<file path="config.mk">
export PLATFORM = sky130hd
export DESIGN_NAME = relogio_set_controller
export DESIGN_NICKNAME = d
export VERILOG_FILES = /design/src/rtl/relogio_pkg.sv /design/src/rtl/relogio_set_controller_btn_debounce.sv /design/src/rtl/relogio_set_controller.sv
export SDC_FILE = /design/constraint.sdc
export NUM_CORES = 1
export LEC_CHECK = 0
export ABC_AREA = 1
export BUFFER_PORTS_ARGS = -buffer_cell sky130_fd_sc_hd__buf_2
export CAP_MARGIN = 40
export CORE_UTILIZATION = 60
export DETAILED_ROUTE_END_ITERATION = 8
export PLACE_DENSITY = 0.86
export SETUP_SLACK_MARGIN = 0.05
export SLEW_MARGIN = 20
export SYNTH_ARGS = -nofsm -noshare
export SYNTH_HDL_FRONTEND = slang
export SYNTH_HIERARCHICAL = 1
export SYNTH_SLANG_ARGS = --single-unit
</file>
<file path="constraint.sdc">
create_clock -name clk -period 2.3 [get_ports clk]
set_input_delay 0.23 -clock clk [delete_from_list [all_inputs] [get_ports clk]]
set_output_delay 0.23 -clock clk [all_outputs]
set_load 0.02 [all_outputs]
</file>
<file path="src/rtl/relogio_pkg.sv">
// Shared definitions for the wall-clock controller: set-state encoding, BCD digit type,
// field limits and a two-digit BCD increment helper.
package relogio_pkg;

  typedef logic [3:0] bcd_t;

  localparam logic [1:0] ST_RUN      = 2'd0;
  localparam logic [1:0] ST_SET_HOUR = 2'd1;
  localparam logic [1:0] ST_SET_MIN  = 2'd2;

  localparam int HOUR_MAX = 23;
  localparam int MIN_MAX  = 59;
  localparam int SEC_MAX  = 59;

  typedef struct packed {
    logic carry;
    bcd_t tens;
    bcd_t ones;
  } bcd2_t;

  // Wraps to 00 with carry once the pair reaches max; otherwise plain BCD increment.
  function automatic bcd2_t bcd2_inc(input bcd_t tens, input bcd_t ones, input int max);
    bcd2_t r;
    r.carry = 1'b0;
    r.tens  = tens;
    r.ones  = ones + 4'd1;
    if (tens == bcd_t'(max / 10) && ones == bcd_t'(max % 10)) begin
      r.carry = 1'b1;
      r.tens  = 4'd0;
      r.ones  = 4'd0;
    end else if (ones == 4'd9) begin
      r.tens = tens + 4'd1;
      r.ones = 4'd0;
    end
    return r;
  endfunction

endpackage

</file>
<file path="src/rtl/relogio_set_controller_btn_debounce.sv">
// Button conditioner: 2-flop synchroniser, stable-level debounce counter and a
// one-cycle pulse on each accepted 0->1 transition.
module btn_debounce #(
  parameter int DEBOUNCE_CYCLES = 1_000_000
) (
  input  logic clk,
  input  logic rst,
  input  logic raw,
  output logic press
);

  localparam int CNT_W = (DEBOUNCE_CYCLES < 2) ? 1 : $clog2(DEBOUNCE_CYCLES + 1);
  localparam logic [CNT_W-1:0] CNT_LAST = CNT_W'(DEBOUNCE_CYCLES - 1);

  logic             sync1, sync2;
  logic             level, level_d;
  logic [CNT_W-1:0] cnt;

  always_ff @(posedge clk or negedge rst) begin
    if (!rst) begin
      sync1   <= 1'b0;
      sync2   <= 1'b0;
      level   <= 1'b0;
      level_d <= 1'b0;
      cnt     <= '0;
      press   <= 1'b0;
    end else begin
      sync1   <= raw;
      sync2   <= sync1;
      level_d <= level;
      press   <= level & ~level_d;
      // Any cycle where the input agrees with the accepted level restarts the count.
      if (sync2 != level) begin
        if (cnt == CNT_LAST) begin
          level <= sync2;
          cnt   <= '0;
        end else begin
          cnt <= cnt + 1'b1;
        end
      end else begin
        cnt <= '0;
      end
    end
  end

endmodule

</file>
<file path="src/rtl/relogio_set_controller.sv">
// HH:MM:SS time-keeping controller with a two-button set procedure.
// Optional digit blinking while editing is enabled by defining RELOGIO_BLINK_EN.
module relogio_set_controller
  import relogio_pkg::*;
#(
  parameter int DEBOUNCE_CYCLES = 1_000_000
) (
  input  logic       clk,
  input  logic       rst,
  input  logic       tick_1hz,
  input  logic       btn_mode,
  input  logic       btn_inc,
  output logic [3:0] hour_tens,
  output logic [3:0] hour_ones,
  output logic [3:0] min_tens,
  output logic [3:0] min_ones,
  output logic [3:0] sec_tens,
  output logic [3:0] sec_ones,
  output logic [1:0] set_state,
  output logic [3:0] blank_mask
);

  logic mode_ev, inc_ev;

  btn_debounce #(.DEBOUNCE_CYCLES(DEBOUNCE_CYCLES)) u_deb_mode (
    .clk   (clk),
    .rst   (rst),
    .raw   (btn_mode),
    .press (mode_ev)
  );

  btn_debounce #(.DEBOUNCE_CYCLES(DEBOUNCE_CYCLES)) u_deb_inc (
    .clk   (clk),
    .rst   (rst),
    .raw   (btn_inc),
    .press (inc_ev)
  );

  bcd2_t      sec_c, min_c, hr_c;
  logic [1:0] state_nxt;
  bcd_t       ht_nxt, ho_nxt, mt_nxt, mo_nxt, st_nxt, so_nxt;

  always_comb begin
    sec_c     = bcd2_inc(sec_tens, sec_ones, SEC_MAX);
    min_c     = bcd2_inc(min_tens, min_ones, MIN_MAX);
    hr_c      = bcd2_inc(hour_tens, hour_ones, HOUR_MAX);
    state_nxt = set_state;
    ht_nxt    = hour_tens;
    ho_nxt    = hour_ones;
    mt_nxt    = min_tens;
    mo_nxt    = min_ones;
    st_nxt    = sec_tens;
    so_nxt    = sec_ones;
    // mode always takes priority; in SET states an inc pre-empts the tick.
    case (set_state)
      ST_RUN: begin
        if (mode_ev) begin
          state_nxt = ST_SET_HOUR;
          st_nxt    = 4'd0;
          so_nxt    = 4'd0;
        end else if (tick_1hz) begin
          st_nxt = sec_c.tens;
          so_nxt = sec_c.ones;
          if (sec_c.carry) begin
            mt_nxt = min_c.tens;
            mo_nxt = min_c.ones;
            if (min_c.carry) begin
              ht_nxt = hr_c.tens;
              ho_nxt = hr_c.ones;
            end
          end
        end
      end
      ST_SET_HOUR: begin
        if (mode_ev) begin
          state_nxt = ST_SET_MIN;
        end else if (inc_ev) begin
          ht_nxt = hr_c.tens;
          ho_nxt = hr_c.ones;
        end
      end
      ST_SET_MIN: begin
        if (mode_ev) begin
          state_nxt = ST_RUN;
        end else if (inc_ev) begin
          mt_nxt = min_c.tens;
          mo_nxt = min_c.ones;
        end
      end
      default: state_nxt = ST_RUN;
    endcase
  end

  always_ff @(posedge clk or negedge rst) begin
    if (!rst) begin
      set_state <= ST_RUN;
      hour_tens <= 4'd0;
      hour_ones <= 4'd0;
      min_tens  <= 4'd0;
      min_ones  <= 4'd0;
      sec_tens  <= 4'd0;
      sec_ones  <= 4'd0;
    end else begin
      set_state <= state_nxt;
      hour_tens <= ht_nxt;
      hour_ones <= ho_nxt;
      min_tens  <= mt_nxt;
      min_ones  <= mo_nxt;
      sec_tens  <= st_nxt;
      sec_ones  <= so_nxt;
    end
  end

`ifdef RELOGIO_BLINK_EN
  logic phase;

  always_ff @(posedge clk or negedge rst) begin
    if (!rst) begin
      phase <= 1'b0;
    end else if (state_nxt != set_state) begin
      phase <= 1'b0;
    end else if (set_state != ST_RUN && inc_ev) begin
      phase <= 1'b0;
    end else if (set_state != ST_RUN && tick_1hz) begin
      phase <= ~phase;
    end
  end

  assign blank_mask = (set_state == ST_SET_HOUR) ? {phase, phase, 2'b00} :
                      (set_state == ST_SET_MIN)  ? {2'b00, phase, phase} : 4'b0000;
`else
  assign blank_mask = 4'b0000;
`endif

endmodule

</file>
==> run metrics <==
via count=3570; # setup viols final=0; Seq/Total Area, Yosys=0.4360; Die X=87.26 um; final core utilization=0.6993; GR Util All Layers=0.2443; Initial DRC Count=230; global-route wire length before repair=14540 um; area grow syn2layout=10.73%; min-delay worst type=input port to register; # clock sinks=76; Pre-Repair DR Iteration Count=4; max-cap violations=0; CP Capture Type=register; TritonCTS Buffers=9; Worst EP arrival=1990 ps; Die Y=87.26 um; htree depth=3; initial antenna violation count=0; Vias/cell=5.281; worst slew pin tran=525.6 ps; worst setup path class=register to register; Final Wtd Congestion=0.9226; max-slew violations=0; diode count=0; Slew headroom=0.6496; # rows=30; multi-input logic area=2216 um2; setup_tns=0 ps; hpwl dp=6448 um; initial core utilization=0.6315; synthesized area=4362 um2; Core Area=6907 um2; Distinct cells, synth=32; area leader, netlist=dfrtp_1; clk_skew=10.32 ps; die area=7614 um2; top cell type's share of synthesized area=0.4360; Gate Count Post-Synth=531; clock tree buffer depth=2; IO Port Bufs=30; average cell area after synthesis=8.214 um2; num ports=35; Synth area leaders=dfrtp_1 44%, nor2_1 8.4%, nand2_1 8.0%, inv_1 4.3%, ha_1 4.0%; Hold Slack=355.3 ps; Tcrit/Tclk final=0.7653; Layout Nets=594; CTS clk-pin slew, worst paths=70 ps; min Tclk post-route=1760 ps; share of cells above drive strength 1=0.2121; register bit count reported by yosys=76; largest net degree at the start of global routing=43; Synth warnings=6; status=complete, no violations; CP Launch Type=register; VDD IR max=343.0 uV; Routed Antenna Nets=0; P_leak=2.250 nW; pwr dens=607.2 nW/um2; CTS tree=built; Req. time, crit path=2530 ps; f_max=568.1 MHz; FF+latch area=1902 um2; Critical Path Fanout Max=13; Hold Vio Cnt, Final=0; vias in the first global route=3435; WL per Instance=12.55 um; FILL cells=556; Clk Latency, worst-skew pair=330 ps; RSZ-0062 raised after global routing=false; gr ovfl total=0; cts repair resizes=0; Post-Route WL=8485 um; remaining routing DRC violations=0; root buf cell=clkbuf_8
Yosys cell counts:
cell type / n
conb_1: 1
a31oi_1: 1
or2_2: 2
xor2_1: 18
xor2_2: 2
a21oi_2: 2
mux2i_1: 1
nand2_1: 93
or2_1: 2
inv_1: 50
nand4_1: 16
nor2_4: 9
buf_4: 4
nor3b_2: 4
ha_1: 14
o21ai_1: 8
nor2_2: 21
nand4_4: 1
nand3_1: 35
o22ai_1: 3
xnor2_1: 8
buf_8: 1
o21ai_0: 9
nand3b_1: 2
nand2_2: 20
inv_2: 6
dfrtp_1: 76
o21ai_2: 3
nor2_1: 98
nor3_1: 6
nand3_2: 7
a21oi_1: 8
cells by family (layout without fill, tap and decap cells):
kind of cell    Yosys count  count (layout)  synth area share
simple gates            316             316            0.3580
flops                    76              76            0.4360
buf+inv                  61             107           0.05852
compound gates           34              34           0.04447
xor+xnor                 28              28           0.05967
fa+ha+maj                14              14           0.04016
other cells               1               4         0.0008598
mux                       1               1          0.002295
sequential cells by signal, summed over array words and instances (netlist names):
signal and flops:
min_ones 4, sec_ones 4, sec_tens 4, u_deb_inc/cnt 20
u_deb_mode/level 1, hour_ones 4, u_deb_inc/sync1 1, u_deb_mode/cnt 20
u_deb_mode/level_d 1, u_deb_inc/press 1, u_deb_inc/sync2 1, u_deb_mode/press 1
u_deb_mode/sync1 1, u_deb_inc/level 1, hour_tens 4, set_state 2
min_tens 4, u_deb_mode/sync2 1, u_deb_inc/level_d 1
power breakdown:
group	internal [mW]	switching, mW
registers	1.42	0.0965
logic	0.174	0.291
clock network	0.497	0.454
routing by layer:
layer | up-vias | GRT usage | part of all wire
met5 | - | 0 | 0
met4 | 0 | 0.09091 | 0.014
met3 | 11 | 0.03507 | 0.040
met2 | 89 | 0.4233 | 0.50
met1 | 1700 | 0.3104 | 0.45
li1 | 1770 | - | -
metrics by stage:
| stage | area [um2] | std cells | total power [mW] | worst slack [ps] |
|---|---|---|---|---|
| global placement | 4616 | 657 | 1.975 | 678.7 |
| CTS | 4830 | 676 | 2.963 | 570.8 |
| floorplan | 4373 | 534 | 1.841 | 766.8 |
| detailed placement | 4616 | 657 | 2.006 | 586.0 |
| finish | 4830 | 676 | 2.932 | 539.8 |
| global route | 4830 | 676 | 3.082 | 392.6 |
layout by cell type (no fill, tap or decap), types with 9 or more instances in the layout:
| cell type | n |
|---|---|
| o21ai_0 | 9 |
| nand2_2 | 20 |
| nand2_1 | 93 |
| nand4_1 | 16 |
| buf_2 | 29 |
| clkbuf_8 | 9 |
| inv_1 | 50 |
| ha_1 | 14 |
| nor2_4 | 9 |
| nand3_1 | 35 |
| nor2_1 | 98 |
| dfrtp_1 | 76 |
| xor2_1 | 18 |
| nor2_2 | 21 |
area by class of cell:
class	count	area share
Timing Repair Buffer	35	0.04093
Multi-Input combinational cell	397	0.4588
Clock inverter	5	0.01088
Tap cell	96	0.02487
Inverter	56	0.04352
Clock buffer	11	0.02720
Sequential cell	76	0.3938
path summary, 6_finish.rpt:
kind | startpoint | to | slack, ps | depth (start not counted)
hold / removal | tick_1hz | sec_ones[2] | 360 | 4
min in group asynchronous | rst | hour_ones[0] | 420 | 2
setup / recovery | sec_ones[1] | min_tens[0] | 540 | 9
max in group asynchronous | rst | sec_ones[0] | 1260 | 3
setup reg to reg | sec_ones[1] | min_tens[0] | 540 | 9
hold reg to reg | u_deb_mode/sync1 | u_deb_mode/sync2 | 360 | 0
critical path, stage by stage (launching register included):
cell,delay [ps]
dfrtp_1,420
inv_1,90
ha_1,150
nand3_1,140
nor2_2,150
nor2_2,80
nor2_4,310
nand2_1,170
nand2_1,90
nand2_1,50
repair_timing:
item                                    CTS  global route
endpoints found under the hold margin    42             0
setup buffers                             0             0
endpoints found under the setup margin    0             0
hold buffers                              3             0
(Power assumes the default switching activity.)
